`src/rtl/alu_pkg.sv`:
```
// Shared encodings for the 65C02 ALU stage: opcodes, carry-in select,
// status bit positions and the FSM state type.
package alu_pkg;

  typedef enum logic [3:0] {
    OP_ORA  = 4'h0,
    OP_AND  = 4'h1,
    OP_EOR  = 4'h2,
    OP_ADC  = 4'h3,
    OP_SBC  = 4'h4,
    OP_CMP  = 4'h5,
    OP_ASL  = 4'h6,
    OP_LSR  = 4'h7,
    OP_ROL  = 4'h8,
    OP_ROR  = 4'h9,
    OP_BIT  = 4'hA,
    OP_TRB  = 4'hB,
    OP_TSB  = 4'hC,
    OP_PASR = 4'hD,
    OP_PASM = 4'hE,
    OP_RSV  = 4'hF
  } alu_op_e;

  typedef enum logic [1:0] {
    CI_ZERO  = 2'd0,
    CI_ONE   = 2'd1,
    CI_PC    = 2'd2,
    CI_ZERO3 = 2'd3
  } ci_sel_e;

  typedef enum logic {
    ST_IDLE = 1'b0,
    ST_DADJ = 1'b1
  } state_e;

  localparam int unsigned P_N = 7;
  localparam int unsigned P_V = 6;
  localparam int unsigned P_D = 3;
  localparam int unsigned P_I = 2;
  localparam int unsigned P_Z = 1;
  localparam int unsigned P_C = 0;

  localparam logic [7:0] P_RESET = 8'h34;
  localparam logic [7:0] P_FORCE = 8'h30;

endpackage

```
`src/rtl/alu_dec.sv`:
```
// Combinational BCD correction applied to a registered binary ADC/SBC sum.
module alu_dec (
  input  logic [7:0] sum_i,
  input  logic       hc_i,
  input  logic       c_i,
  input  logic       sub_i,
  output logic [7:0] adj_o,
  output logic       dc_o
);

  logic       lo_fix;
  logic       hi_fix;
  logic [8:0] t;

  always_comb begin
    lo_fix = 1'b0;
    hi_fix = 1'b0;
    t      = {1'b0, sum_i};
    adj_o  = sum_i;
    dc_o   = c_i;
    if (sub_i) begin
      // Nibble borrows are the inverted carries of the binary stage.
      adj_o = sum_i - (hc_i ? 8'h00 : 8'h06) - (c_i ? 8'h00 : 8'h60);
      dc_o  = c_i;
    end else begin
      lo_fix = hc_i || (sum_i[3:0] > 4'd9);
      t      = {1'b0, sum_i} + (lo_fix ? 9'h006 : 9'h000);
      hi_fix = c_i || t[8] || (t[7:4] > 4'd9);
      adj_o  = t[7:0] + (hi_fix ? 8'h60 : 8'h00);
      dc_o   = hi_fix;
    end
  end

endmodule

```
`src/rtl/alu.sv`:
```
// 65C02 ALU stage: registered result OUT, status register P, and the extra
// decimal-adjust cycle for ADC/SBC with P.D set.
module alu
  import alu_pkg::*;
(
  input  logic       clk,
  input  logic       rst,
  input  logic [7:0] R,
  input  logic [7:0] M,
  input  logic       valid,
  input  logic [3:0] alu_op,
  input  logic       sh_m,
  input  logic [1:0] ci_sel,
  input  logic       upd_nz,
  input  logic       upd_v,
  input  logic       upd_c,
  input  logic       p_we,
  output logic [7:0] OUT,
  output logic [7:0] P,
  output logic       ready
);

  alu_op_e    op;
  state_e     state_q, state_d;
  logic [7:0] out_q, out_d;
  logic [7:0] p_q, p_d;

  logic [7:0] dsum_q;
  logic       dh_q, dc_q, dsub_q, dv_q;
  logic       dnz_q, dupdv_q, dupdc_q;

  logic       ci, cin, is_sub, hc, bin_v, dec_start;
  logic [7:0] opnd, shin, res;
  logic [8:0] sum9;
  logic       n_new, z_new, v_new, c_new;
  logic [7:0] dec_adj;
  logic       dec_c;

  assign op = alu_op_e'(alu_op);

  always_comb begin
    case (ci_sel_e'(ci_sel))
      CI_ONE:  ci = 1'b1;
      CI_PC:   ci = p_q[P_C];
      default: ci = 1'b0;
    endcase
    is_sub = (op == OP_SBC) || (op == OP_CMP);
    opnd   = is_sub ? ~M : M;
    cin    = (op == OP_CMP) ? 1'b1 : ci;
    sum9   = {1'b0, R} + {1'b0, opnd} + {8'h00, cin};
    hc     = R[4] ^ opnd[4] ^ sum9[4];
    bin_v  = (R[7] == opnd[7]) && (sum9[7] != R[7]);
    shin   = sh_m ? M : R;
    dec_start = valid && ((op == OP_ADC) || (op == OP_SBC)) && p_q[P_D];

    res   = R;
    c_new = p_q[P_C];
    v_new = p_q[P_V];
    case (op)
      OP_ORA, OP_TSB: res = R | M;
      OP_AND, OP_BIT: res = R & M;
      OP_EOR:         res = R ^ M;
      OP_TRB:         res = ~R & M;
      OP_ADC, OP_SBC, OP_CMP: begin
        res   = sum9[7:0];
        c_new = sum9[8];
        v_new = bin_v;
      end
      OP_ASL: begin res = {shin[6:0], 1'b0}; c_new = shin[7]; end
      OP_ROL: begin res = {shin[6:0], ci};   c_new = shin[7]; end
      OP_LSR: begin res = {1'b0, shin[7:1]}; c_new = shin[0]; end
      OP_ROR: begin res = {ci, shin[7:1]};   c_new = shin[0]; end
      OP_PASM: res = M;
      default: res = R;
    endcase

    n_new = res[7];
    z_new = (res == 8'h00);
    if ((op == OP_BIT) || (op == OP_TSB) || (op == OP_TRB)) z_new = ((R & M) == 8'h00);
    if (op == OP_BIT) begin
      n_new = M[7];
      v_new = M[6];
    end
  end

  alu_dec u_dec (
    .sum_i (dsum_q),
    .hc_i  (dh_q),
    .c_i   (dc_q),
    .sub_i (dsub_q),
    .adj_o (dec_adj),
    .dc_o  (dec_c)
  );

  always_comb begin
    state_d = state_q;
    out_d   = out_q;
    p_d     = p_q;
    case (state_q)
      ST_IDLE: begin
        if (dec_start) begin
          state_d = ST_DADJ;
        end else if (valid) begin
          out_d = res;
          if (upd_nz) begin
            p_d[P_N] = n_new;
            p_d[P_Z] = z_new;
          end
          if (upd_v) p_d[P_V] = v_new;
          if (upd_c) p_d[P_C] = c_new;
        end
        if (p_we) p_d = M;
      end
      ST_DADJ: begin
        // Flag enables were captured with the binary stage; live inputs are ignored here.
        state_d = ST_IDLE;
        out_d   = dec_adj;
        if (dnz_q) begin
          p_d[P_N] = dec_adj[7];
          p_d[P_Z] = (dec_adj == 8'h00);
        end
        if (dupdv_q) p_d[P_V] = dv_q;
        if (dupdc_q) p_d[P_C] = dec_c;
      end
      default: state_d = ST_IDLE;
    endcase
    p_d = p_d | P_FORCE;
  end

  always_ff @(posedge clk or posedge rst) begin
    if (rst) begin
      state_q <= ST_IDLE;
      out_q   <= '0;
      p_q     <= P_RESET;
      dsum_q  <= '0;
      dh_q    <= 1'b0;
      dc_q    <= 1'b0;
      dsub_q  <= 1'b0;
      dv_q    <= 1'b0;
      dnz_q   <= 1'b0;
      dupdv_q <= 1'b0;
      dupdc_q <= 1'b0;
    end else begin
      state_q <= state_d;
      out_q   <= out_d;
      p_q     <= p_d;
      if ((state_q == ST_IDLE) && dec_start) begin
        dsum_q  <= sum9[7:0];
        dh_q    <= hc;
        dc_q    <= sum9[8];
        dsub_q  <= (op == OP_SBC);
        dv_q    <= bin_v;
        dnz_q   <= upd_nz;
        dupdv_q <= upd_v;
        dupdc_q <= upd_c;
      end
    end
  end

  assign OUT   = out_q;
  assign P     = p_q;
  assign ready = (state_q == ST_IDLE);

endmodule
```
`config.mk`:
```
export PLATFORM = sky130hd
export DESIGN_NAME = alu
export DESIGN_NICKNAME = d
export VERILOG_FILES = /design/src/rtl/alu_pkg.sv /design/src/rtl/alu_dec.sv /design/src/rtl/alu.sv
export SDC_FILE = /design/constraint.sdc
export NUM_CORES = 1
export LEC_CHECK = 0
export ABC_AREA = 1
export BUFFER_PORTS_ARGS = -buffer_cell sky130_fd_sc_hd__buf_2
export CAP_MARGIN = 30
export CORE_ASPECT_RATIO = 0.6
export CORE_MARGIN = 8
export CORE_UTILIZATION = 50
export CTS_CLUSTER_SIZE = 28
export DETAILED_ROUTE_END_ITERATION = 8
export PLACE_DENSITY_LB_ADDON = 0.2
export SETUP_SLACK_MARGIN = 0.5
export SLEW_MARGIN = 10
export SYNTH_ARGS = -nofsm -noshare
export SYNTH_HDL_FRONTEND = slang
export SYNTH_SLANG_ARGS = --single-unit
export TNS_END_PERCENT = 5
```
`constraint.sdc`:
```
create_clock -name clk -period 3.6 [get_ports clk]
set_input_delay 0.18 -clock clk [delete_from_list [all_inputs] [get_ports clk]]
set_output_delay 0.18 -clock clk [all_outputs]
set_load 0.02 [all_outputs]
```
==> results of run 1 <==
-- layout make-up --
cell class	count	area (um2)	share of cell area (%)
Sequential cell	30	753	17.5
Multi-Input combinational cell	456	2610	60.7
Clock buffer	8	166	3.87
Tap cell	91	114	2.65
Timing Repair Buffer	56	313	7.27
Inverter	92	345	8.02
-- metal layers --
metal	track usage [%]	vias to the layer above	wire length, um
li1	-	1973	-
met1	33.7	1805	5790
met2	32.8	216	4550
met3	6.22	15	1220
met4	2.24	0	82
met5	0	-	0
-- report_power, final --
group          switching (mW)  internal [mW]
clock network           0.156          0.313
logic                   0.699          0.467
registers              0.0825          0.421
-- logic make-up (layout without fill, tap and decap cells) --
kind of cell               after synthesis  after routing  synth area share [%]
adders and majority gates               52             52                  18.5
xor gates and xnor gates                16             16                  3.80
and+or+nand+nor                        314            314                  35.5
buffers and inverters                  100            156                  10.5
DFF                                     30             30                  20.4
other                                    1              2                 0.102
AOI/OAI and AO/OA                       71             71                  11.0
muxes                                    1              1                 0.271
-- flip-flops by register name, indices dropped and copies added (netlist names) --
signal   cells
OUT          8
dsum_q       8
P            6
dc_q         1
dh_q         1
dnz_q        1
dsub_q       1
dupdc_q      1
dupdv_q      1
dv_q         1
state_q      1
-- synth_stat cells, drive strengths merged, types with 2 or more instances --
master,instances,area share (%)
dfrtp,29,20
nand2,203,21
o21ai,38,5.2
buf,6,0.95
nand3b,2,0.41
nor3,4,0.68
nand4,6,1.0
ha,48,16
fa,4,2.2
a21oi,15,2.1
xnor2,2,0.47
nor2,55,5.9
xor2,14,3.3
nand3,39,5.3
o211ai,5,1.0
clkbuf,2,0.20
inv,92,9.4
nor4,2,0.34
o221ai,5,1.2
o22ai,4,0.68
-- worst min-delay path by stage --
stage	slack, ns	cells after the start	to
after floorplan	0.27	1	OUT[0]$_DFFE_PP0P_
after global placement	0.28	3	dnz_q$_DFFE_PP0P_
after detailed placement	0.28	3	dnz_q$_DFFE_PP0P_
after CTS	0.13	3	dupdc_q$_DFFE_PP0P_
after global routing	0.15	3	dupdc_q$_DFFE_PP0P_
final	0.13	3	dupdc_q$_DFFE_PP0P_
-- timing repair --
| item | CTS | global route |
|---|---|---|
| setup endpoints to repair | 5 | 5 |
| gates resized for setup | 7 | 7 |
| hold endpoints to repair | 29 | 0 |
| pin swaps | 6 | 6 |
| buffers inserted | 9 | 0 |
| hold buffers | 1 | 0 |
-- worst register-to-register path, stage by stage (launching register included) --
cell                      delay, ns
sky130_fd_sc_hd__dfrtp_1       0.42
sky130_fd_sc_hd__inv_2         0.08
sky130_fd_sc_hd__ha_1          0.14
sky130_fd_sc_hd__nor2_1        0.05
sky130_fd_sc_hd__o21ai_1       0.16
sky130_fd_sc_hd__nand2_2       0.11
sky130_fd_sc_hd__ha_4          0.18
sky130_fd_sc_hd__fa_2          0.39
sky130_fd_sc_hd__nand2_4       0.09
sky130_fd_sc_hd__nor2_4        0.04
sky130_fd_sc_hd__xor2_1        0.17
sky130_fd_sc_hd__inv_1         0.08
sky130_fd_sc_hd__o21ai_2       0.13
sky130_fd_sc_hd__nand3_2       0.09
sky130_fd_sc_hd__ha_2          0.20
sky130_fd_sc_hd__fa_1          0.45
sky130_fd_sc_hd__mux2i_1       0.21
sky130_fd_sc_hd__nand4_1       0.13
sky130_fd_sc_hd__nor2_1        0.10
sky130_fd_sc_hd__nor2_1        0.05
sky130_fd_sc_hd__a21oi_1       0.12
-- per-stage QoR --
stage | worst slack, ns | total power, mW | cells | area [um2] | hold slack [ns]
after floorplan | 0.385 | 1.21 | 586 | 3700 | 0.270
after global placement | 0.131 | 1.46 | 715 | 4010 | 0.276
after detailed placement | -0.0351 | 1.49 | 715 | 4010 | 0.278
after CTS | 0.247 | 2.08 | 733 | 4270 | 0.133
after global routing | -0.0781 | 2.31 | 733 | 4300 | 0.153
final | 0.136 | 2.14 | 733 | 4300 | 0.133
==> results list, run 1 <==
- The run finished with clean final reports.
* Tcrit/Tclk final: 96.2%
- For this run, the register share of the synthesized area comes to 20.4%.
- At the end of the flow the core is filled with cells to 59.7%.
* Top FF cell, synth: sky130_fd_sc_hd__dfrtp_1
* Most frequent cells in the layout: sky130_fd_sc_hd__nand2_1, sky130_fd_sc_hd__inv_1, sky130_fd_sc_hd__nor2_1
* Wirelength per Cell: 15.9 um
* Clock Sink Count: 30
* Clock-pin slew reported for the worst setup and hold paths after clock tree synthesis: 0.05 ns
* Nets@finish: 723
- The floorplan step set the die height to 82.5 um.
* Die outline area: 0.0105 mm2
- STA puts the critical path data required time at 3.80 ns.
- The clock period could shrink to 3.46 ns.
- STA classifies the critical path startpoint as a flip-flop.
- Overflow left after global routing: 0
- Most common library cell in the layout ignoring fill and taps: sky130_fd_sc_hd__nand2_1
- Averaged over all synthesized cells, the footprint is 6.31 um2.
- Clock tree root driver cell: sky130_fd_sc_hd__clkbuf_16
- Routability-driven placement finished with a final weighted congestion of 0.967.
- The count of nets left with antenna violations once routing finished came out at 0.
* Unrepaired setup endpoints after global routing: true
- Iteration count of the initial detailed-routing pass: 5
* Timing-limited maximum frequency: 289 MHz
- DRC viols: 0
- Wire length of the first global-routing pass: 18.9 mm
- Reg-to-Reg End: P[1]$_DFFE_PP0P_
- HP Class: primary input to flip-flop
- The count of buffers added on input and output ports is 44.
- Walking the worst path, the cells encountered are inv_2 -> ha_1 -> nor2_1 -> o21ai_1 -> nand2_2 -> ha_4 -> fa_2 -> nand2_4 -> nor2_4 -> xor2_1 -> inv_1 -> o21ai_2 -> nand3_2 -> ha_2 -> fa_1 -> mux2i_1 -> nand4_1 -> nor2_1 -> nor2_1 -> a21oi_1.
- The analysis attributes to cell leakage a power of 2.44 nW.
* Number of antenna violations at the first check in global routing: 0
- Data on the critical path arrives at its endpoint at 3.67 ns.
- Syn-to-layout area delta: 16.7%
* Endpoints failing hold: 0
- The final number of max-transition violations was 0.
* Total setup violations reported at the end of the flow: 0
- TritonCTS created 5 clock buffers.
* Crit path kind: flip-flop to flip-flop
- Across all register-to-register paths, the minimum setup slack is 0.14 ns.
* Unique masters post-synth: 38
- The synthesized netlist occupies a cell area of 0.00369 mm2.
- Total number of yosys warnings: 0
* Cells on worst reg2reg path: 20
* Ys async rst share: 100%
* Max-cap violations: 0
- Routed via count divided by cell count: 5.47
- During I/O placement, the number of pins put on the boundary was 47.
- Number of placement rows: 24
- Post-synth EDFFs: 0
* Pin count of the biggest net entering global routing: 31
- For this configuration, the core starts out at a cell density of 51.2%.
- Transition at the pin with the smallest max-transition slack: 0.614 ns
- Setup total negative slack on the finished layout was measured at 0 ns.
* Total routing resource utilization after global routing: 22.7%
* IR Drop Worst-Case VDD: 0.268 mV
- Synthesis handed over a netlist of 585 instances.
* Launch instance of the worst register-to-register path: dsum_q[0]$_DFFE_PP0P_
- Dividing total power by cell area gives a power density of 497 mW/mm2.
- Worst relative slew slack: 58.9%
* Placed wire-length estimate after detailed placement: 9.34 mm
- Vias in the first global route: 3728
- Beginning of the worst hold path: upd_c
- Across the routed clock network, the largest skew measured is 0.00262 ns.
- Detailed Route Iter0 Violations: 515
- The critical path ends at P[1]$_DFFE_PP0P_.
* Crit path top cell by count: sky130_fd_sc_hd__nor2_1
* Crit end category: flip-flop
- The critical path contains buffers and inverters numbering 2 combined.
- The clock reaches the later pin of the worst-skew pair after 0.28 ns.
* Wirelength, routed: 11.6 mm
- Vias: 4009
- Critical Path Slowest Stage Cell: sky130_fd_sc_hd__fa_1
- CP delay by family, top: adder cells
- TritonCTS built the clock tree.
- Number of antenna repair diodes: 0
- Overall die width: 127 um
- Fraction of final layout cells sized beyond drive strength 1: 14.2%
- Delay of the slowest critical-path stage: 0.45 ns
- Critical-path maximum fanout: 3
- Number of buffers on the longest clock path: 2
- The region available for standard cell placement spans 0.00721 mm2.
* Start point of the critical path: dsum_q[0]$_DFFE_PP0P_
* FF+latch count, synth: 30
- CTS HTree Levels: 2
* Number of logic stages on the critical path including buffering: 20
* Number of fill cells: 726
No activity file was read; power rests on OpenSTA's default activity.
==> run 2: changes to the inputs <==
Settings changed: CELL_PAD_IN_SITES_DETAIL_PLACEMENT set to 1, CELL_PAD_IN_SITES_GLOBAL_PLACEMENT set to 1, CORE_UTILIZATION 50 to 38.
==> results list, run 2 (synthesis results as in run 1) <==
- Run status: finished clean (unchanged)
- The average vias per placed instance is 5.42 (was 5.47).
- Part of the power in the clock network: 19.8% (was 21.9%)
- The net switching power came to 1.09 mW (was 937 uW).
* Number of antenna violations at the first check in global routing: 0 (unchanged)
- Fraction of final layout cells sized beyond drive strength 1: 15.8% (was 14.2%)
* Vias in the first global route: 4226 (was 3728)
* Max Clock Skew: 0.00518 ns (was 0.00262 ns)
* Cells on worst reg2reg path: 19 (was 20)
- The detailed router's first-iteration violation count is 397 (was 515).
- Wirelength, routed: 14.6 mm (was 11.6 mm)
- The register share of total power is 21.7% (was 23.6%).
- Most frequent cells in the layout: sky130_fd_sc_hd__nand2_1, sky130_fd_sc_hd__inv_1, sky130_fd_sc_hd__nor2_1 (unchanged)
- Number of antenna repair diodes: 0 (unchanged)
- Final Max Tran Viols: 0 (unchanged)
- Transition at the pin with the smallest max-transition slack: 0.689 ns (was 0.614 ns)
- The proportion of total power due to net switching is 45.5% (was 43.8%).
* Crit end category: flip-flop (unchanged)
- Routed Antenna Nets: 0 (unchanged)
- Effective utilization at floorplan: 39.7% (was 51.2%)
- The start-to-end type of the worst setup path is flip-flop to flip-flop (unchanged).
- Total routing resource utilization after global routing: 21.6% (was 22.7%)
- The wire length per cell was 18.8 um (was 15.9 um).
* Core footprint: 0.00929 mm2 (was 0.00721 mm2)
* Die H: 92.3 um (was 82.5 um)
* Timing-limited maximum frequency: 289 MHz (about the same)
- Number of placement rows: 27 (was 24)
- IR Drop Worst-Case VDD: 0.331 mV (was 0.268 mV)
- IO Pins: 47 (unchanged)
* PortBufs: 44 (unchanged)
* Placed Instance Area: 0.00406 mm2 (was 0.00401 mm2)
* DRC viols: 0 (unchanged)
- The static leakage came to 2.46 nW (was 2.44 nW).
- Post-route minimum period: 3.46 ns (about the same)
- Total chip power: 2.38 mW (was 2.14 mW)
- Wire length of the first global-routing pass: 22.6 mm (was 18.9 mm)
* Clock tree root driver cell: sky130_fd_sc_hd__clkbuf_16 (unchanged)
- Placed wire-length estimate after detailed placement: 11.5 mm (was 9.34 mm)
- Overall die width: 143 um (was 127 um)
- The combinational power share was 58.5% (was 54.5%).
- The required arrival time at the worst endpoint is 3.80 ns (about the same).
* Final Util: 47.9% (was 59.7%)
* Max-cap violations: 0 (unchanged)
- Flop-to-flop setup slack: 0.14 ns (about the same)
- The pre-CTS setup slack was -0.0834 ns (was -0.0351 ns).
- Die outline area: 0.0132 mm2 (was 0.0105 mm2)
- The setup TNS after final layout came to 0 ns (unchanged).
- The summed area of non-filler cells in the final layout was 0.00445 mm2 (was 0.00430 mm2).
* Cell internal pwr: 1.30 mW (was 1.20 mW)
- The number of search-and-repair iterations in the first detailed-routing pass is 4 (was 5).
* Pin count of the biggest net entering global routing: 19 (was 31)
- Reg-to-Reg End: OUT[6]$_DFFE_PP0P_ (was P[1]$_DFFE_PP0P_)
- Kind of start point of the critical path: flip-flop (unchanged)
* Overflow left after global routing: 0 (unchanged)
* Nets@finish: 727 (was 723)
- Chain of cells forming the critical path: inv_4 -> ha_4 -> nor2_2 -> o21ai_2 -> nand2_2 -> ha_4 -> fa_2 -> nand2_2 -> nor2_4 -> xor2_1 -> inv_1 -> o21ai_2 -> nand3_2 -> ha_4 -> fa_2 -> mux2i_1 -> buf_4 -> buf_4 -> o221ai_2 (was inv_2 -> ha_1 -> nor2_1 -> o21ai_1 -> nand2_2 -> ha_4 -> fa_2 -> nand2_4 -> nor2_4 -> xor2_1 -> inv_1 -> o21ai_2 -> nand3_2 -> ha_2 -> fa_1 -> mux2i_1 -> nand4_1 -> nor2_1 -> nor2_1 -> a21oi_1).
* Critical path data arrival time: 3.66 ns (was 3.67 ns)
* Slack of the critical path: 0.136 ns (about the same)
- Worst Hold End: dupdc_q$_DFFE_PP0P_ (unchanged)
- PD cells: 536 mW/mm2 (was 497 mW/mm2)
* Unrepaired setup endpoints after global routing: true (unchanged)
- The TritonCTS clock tree is yes (unchanged).
- Number of buffers on the longest clock path: 2 (unchanged)
* Critical Path Slowest Stage Cell: sky130_fd_sc_hd__fa_2 (was sky130_fd_sc_hd__fa_1)
- The number of buffers inserted during clock tree synthesis was 5 (unchanged).
* Total setup violations reported at the end of the flow: 0 (unchanged)
- The leading cell type in the layout, fill and taps excluded was sky130_fd_sc_hd__nand2_1 (unchanged).
- The maximum fanout encountered on the critical timing path was 4 (was 3).
- The delay contributed by the slowest stage of the critical path was 0.54 ns (was 0.45 ns).
* Launch instance of the worst register-to-register path: dsum_q[1]$_DFFE_PP0P_ (was dsum_q[0]$_DFFE_PP0P_)
- The class of the worst hold path is primary input to flip-flop (unchanged).
* Beginning of the worst hold path: upd_c (unchanged)
* Routability congestion estimate from global placement: 0.930 (was 0.967)
* Clock Sink Count: 30 (unchanged)
- The hold path depth came to 3 (unchanged).
- CTS HTree Levels: 2 (unchanged)
* Skew-Pair Late Insertion Delay: 0.28 ns (about the same)
- The number of hold violations in the final report was 0 (unchanged).
- Tcrit/Tclk final: 96.2% (about the same)
- Worst relative slew slack: 53.8% (was 58.9%)
- Clock-pin slew reported for the worst setup and hold paths after clock tree synthesis: 0.06 ns (was 0.05 ns)
- The post-synthesis to final-layout area growth was 20.7% (was 16.7%).
* Crit path top cell by count: sky130_fd_sc_hd__ha_4 (was sky130_fd_sc_hd__nor2_1)
- Vias: 4208 (was 4009)
[run 2: cell count changes in the layout (fill, tap and decap cells not counted), sizes merged]
cell  before  now
buf       55   59
[run 2: worst max path at each step]
| stage | startpoint | endpoint | slack (ns) | cells after the start |
|---|---|---|---|---|
| after detailed placement | dsum_q[1]$_DFFE_PP0P_ | P[1]$_DFFE_PP0P_ | -0.08 | 20 |
| after CTS | dsum_q[1]$_DFFE_PP0P_ | P[1]$_DFFE_PP0P_ | 0.27 | 20 |
| after global placement | dsum_q[1]$_DFFE_PP0P_ | P[1]$_DFFE_PP0P_ | 0.20 | 20 |
| after floorplan | dsum_q[1]$_DFFE_PP0P_ | P[1]$_DFFE_PP0P_ | 0.39 | 20 |
| final | dsum_q[1]$_DFFE_PP0P_ | OUT[6]$_DFFE_PP0P_ | 0.14 | 19 |
| after global routing | dsum_q[1]$_DFFE_PP0P_ | P[1]$_DFFE_PP0P_ | -0.05 | 20 |
[run 2: repair_timing]
item,4_1_cts,5_1_grt
buffers inserted,9,4
endpoints found under the setup margin,5,5
pin swaps,6,11
hold buffers,1,0
hold endpoints to repair,11,0
resized for setup,12,14
[run 2: per-stage QoR]
stage,instances,hold slack (ns)
floorplan,586,0.270
global placement,754,0.238
detailed placement,754,0.241
CTS,772,0.135
global route,776,0.156
finish,776,0.132
[run 2: worst max-delay path: cells and delay by family (launching register included)]
kind                     cells  cell delay, ns
AO/OA/AOI/OAI                3            0.43
XOR/XNOR                     1            0.14
adder cells (fa/ha/maj)      5            1.41
buffers and inverters        4            0.45
flip-flops                   1            0.43
multiplexers                 1            0.09
AND/OR/NAND/NOR              5            0.41
[run 2: metal layers]
metal  global-route usage (%)  part of all wire, %  wire length [um]  vias to the layer above
li1                         -                    -                 -                     1975
met1                     32.9                   50              7290                     2054
met2                     30.7                   40              5900                      166
met3                     5.43                  9.0              1310                       13
met4                     1.67                 0.63                92                        0
met5                        0                    0                 0                        -
[run 2: power groups by stage]
| stage | combinational [mW] | clock, mW | sequential [mW] |
|---|---|---|---|
| floorplan | 0.695 | 0 | 0.517 |
| global placement | 0.987 | 0 | 0.505 |
| detailed placement | 1.03 | 0 | 0.511 |
| CTS | 1.19 | 0.476 | 0.506 |
| global route | 1.53 | 0.492 | 0.529 |
| finish | 1.39 | 0.472 | 0.518 |
[run 2: final cells by class]
| type | count | area (um2) |
|---|---|---|
| flip-flops and latches | 30 | 754 |
| fillers | 1266 | 4840 |
| inverters | 92 | 348 |
| repair buffers | 60 | 359 |
| clock buffers | 8 | 166 |
| well taps | 130 | 163 |
| multi-input cells | 456 | 2660 |
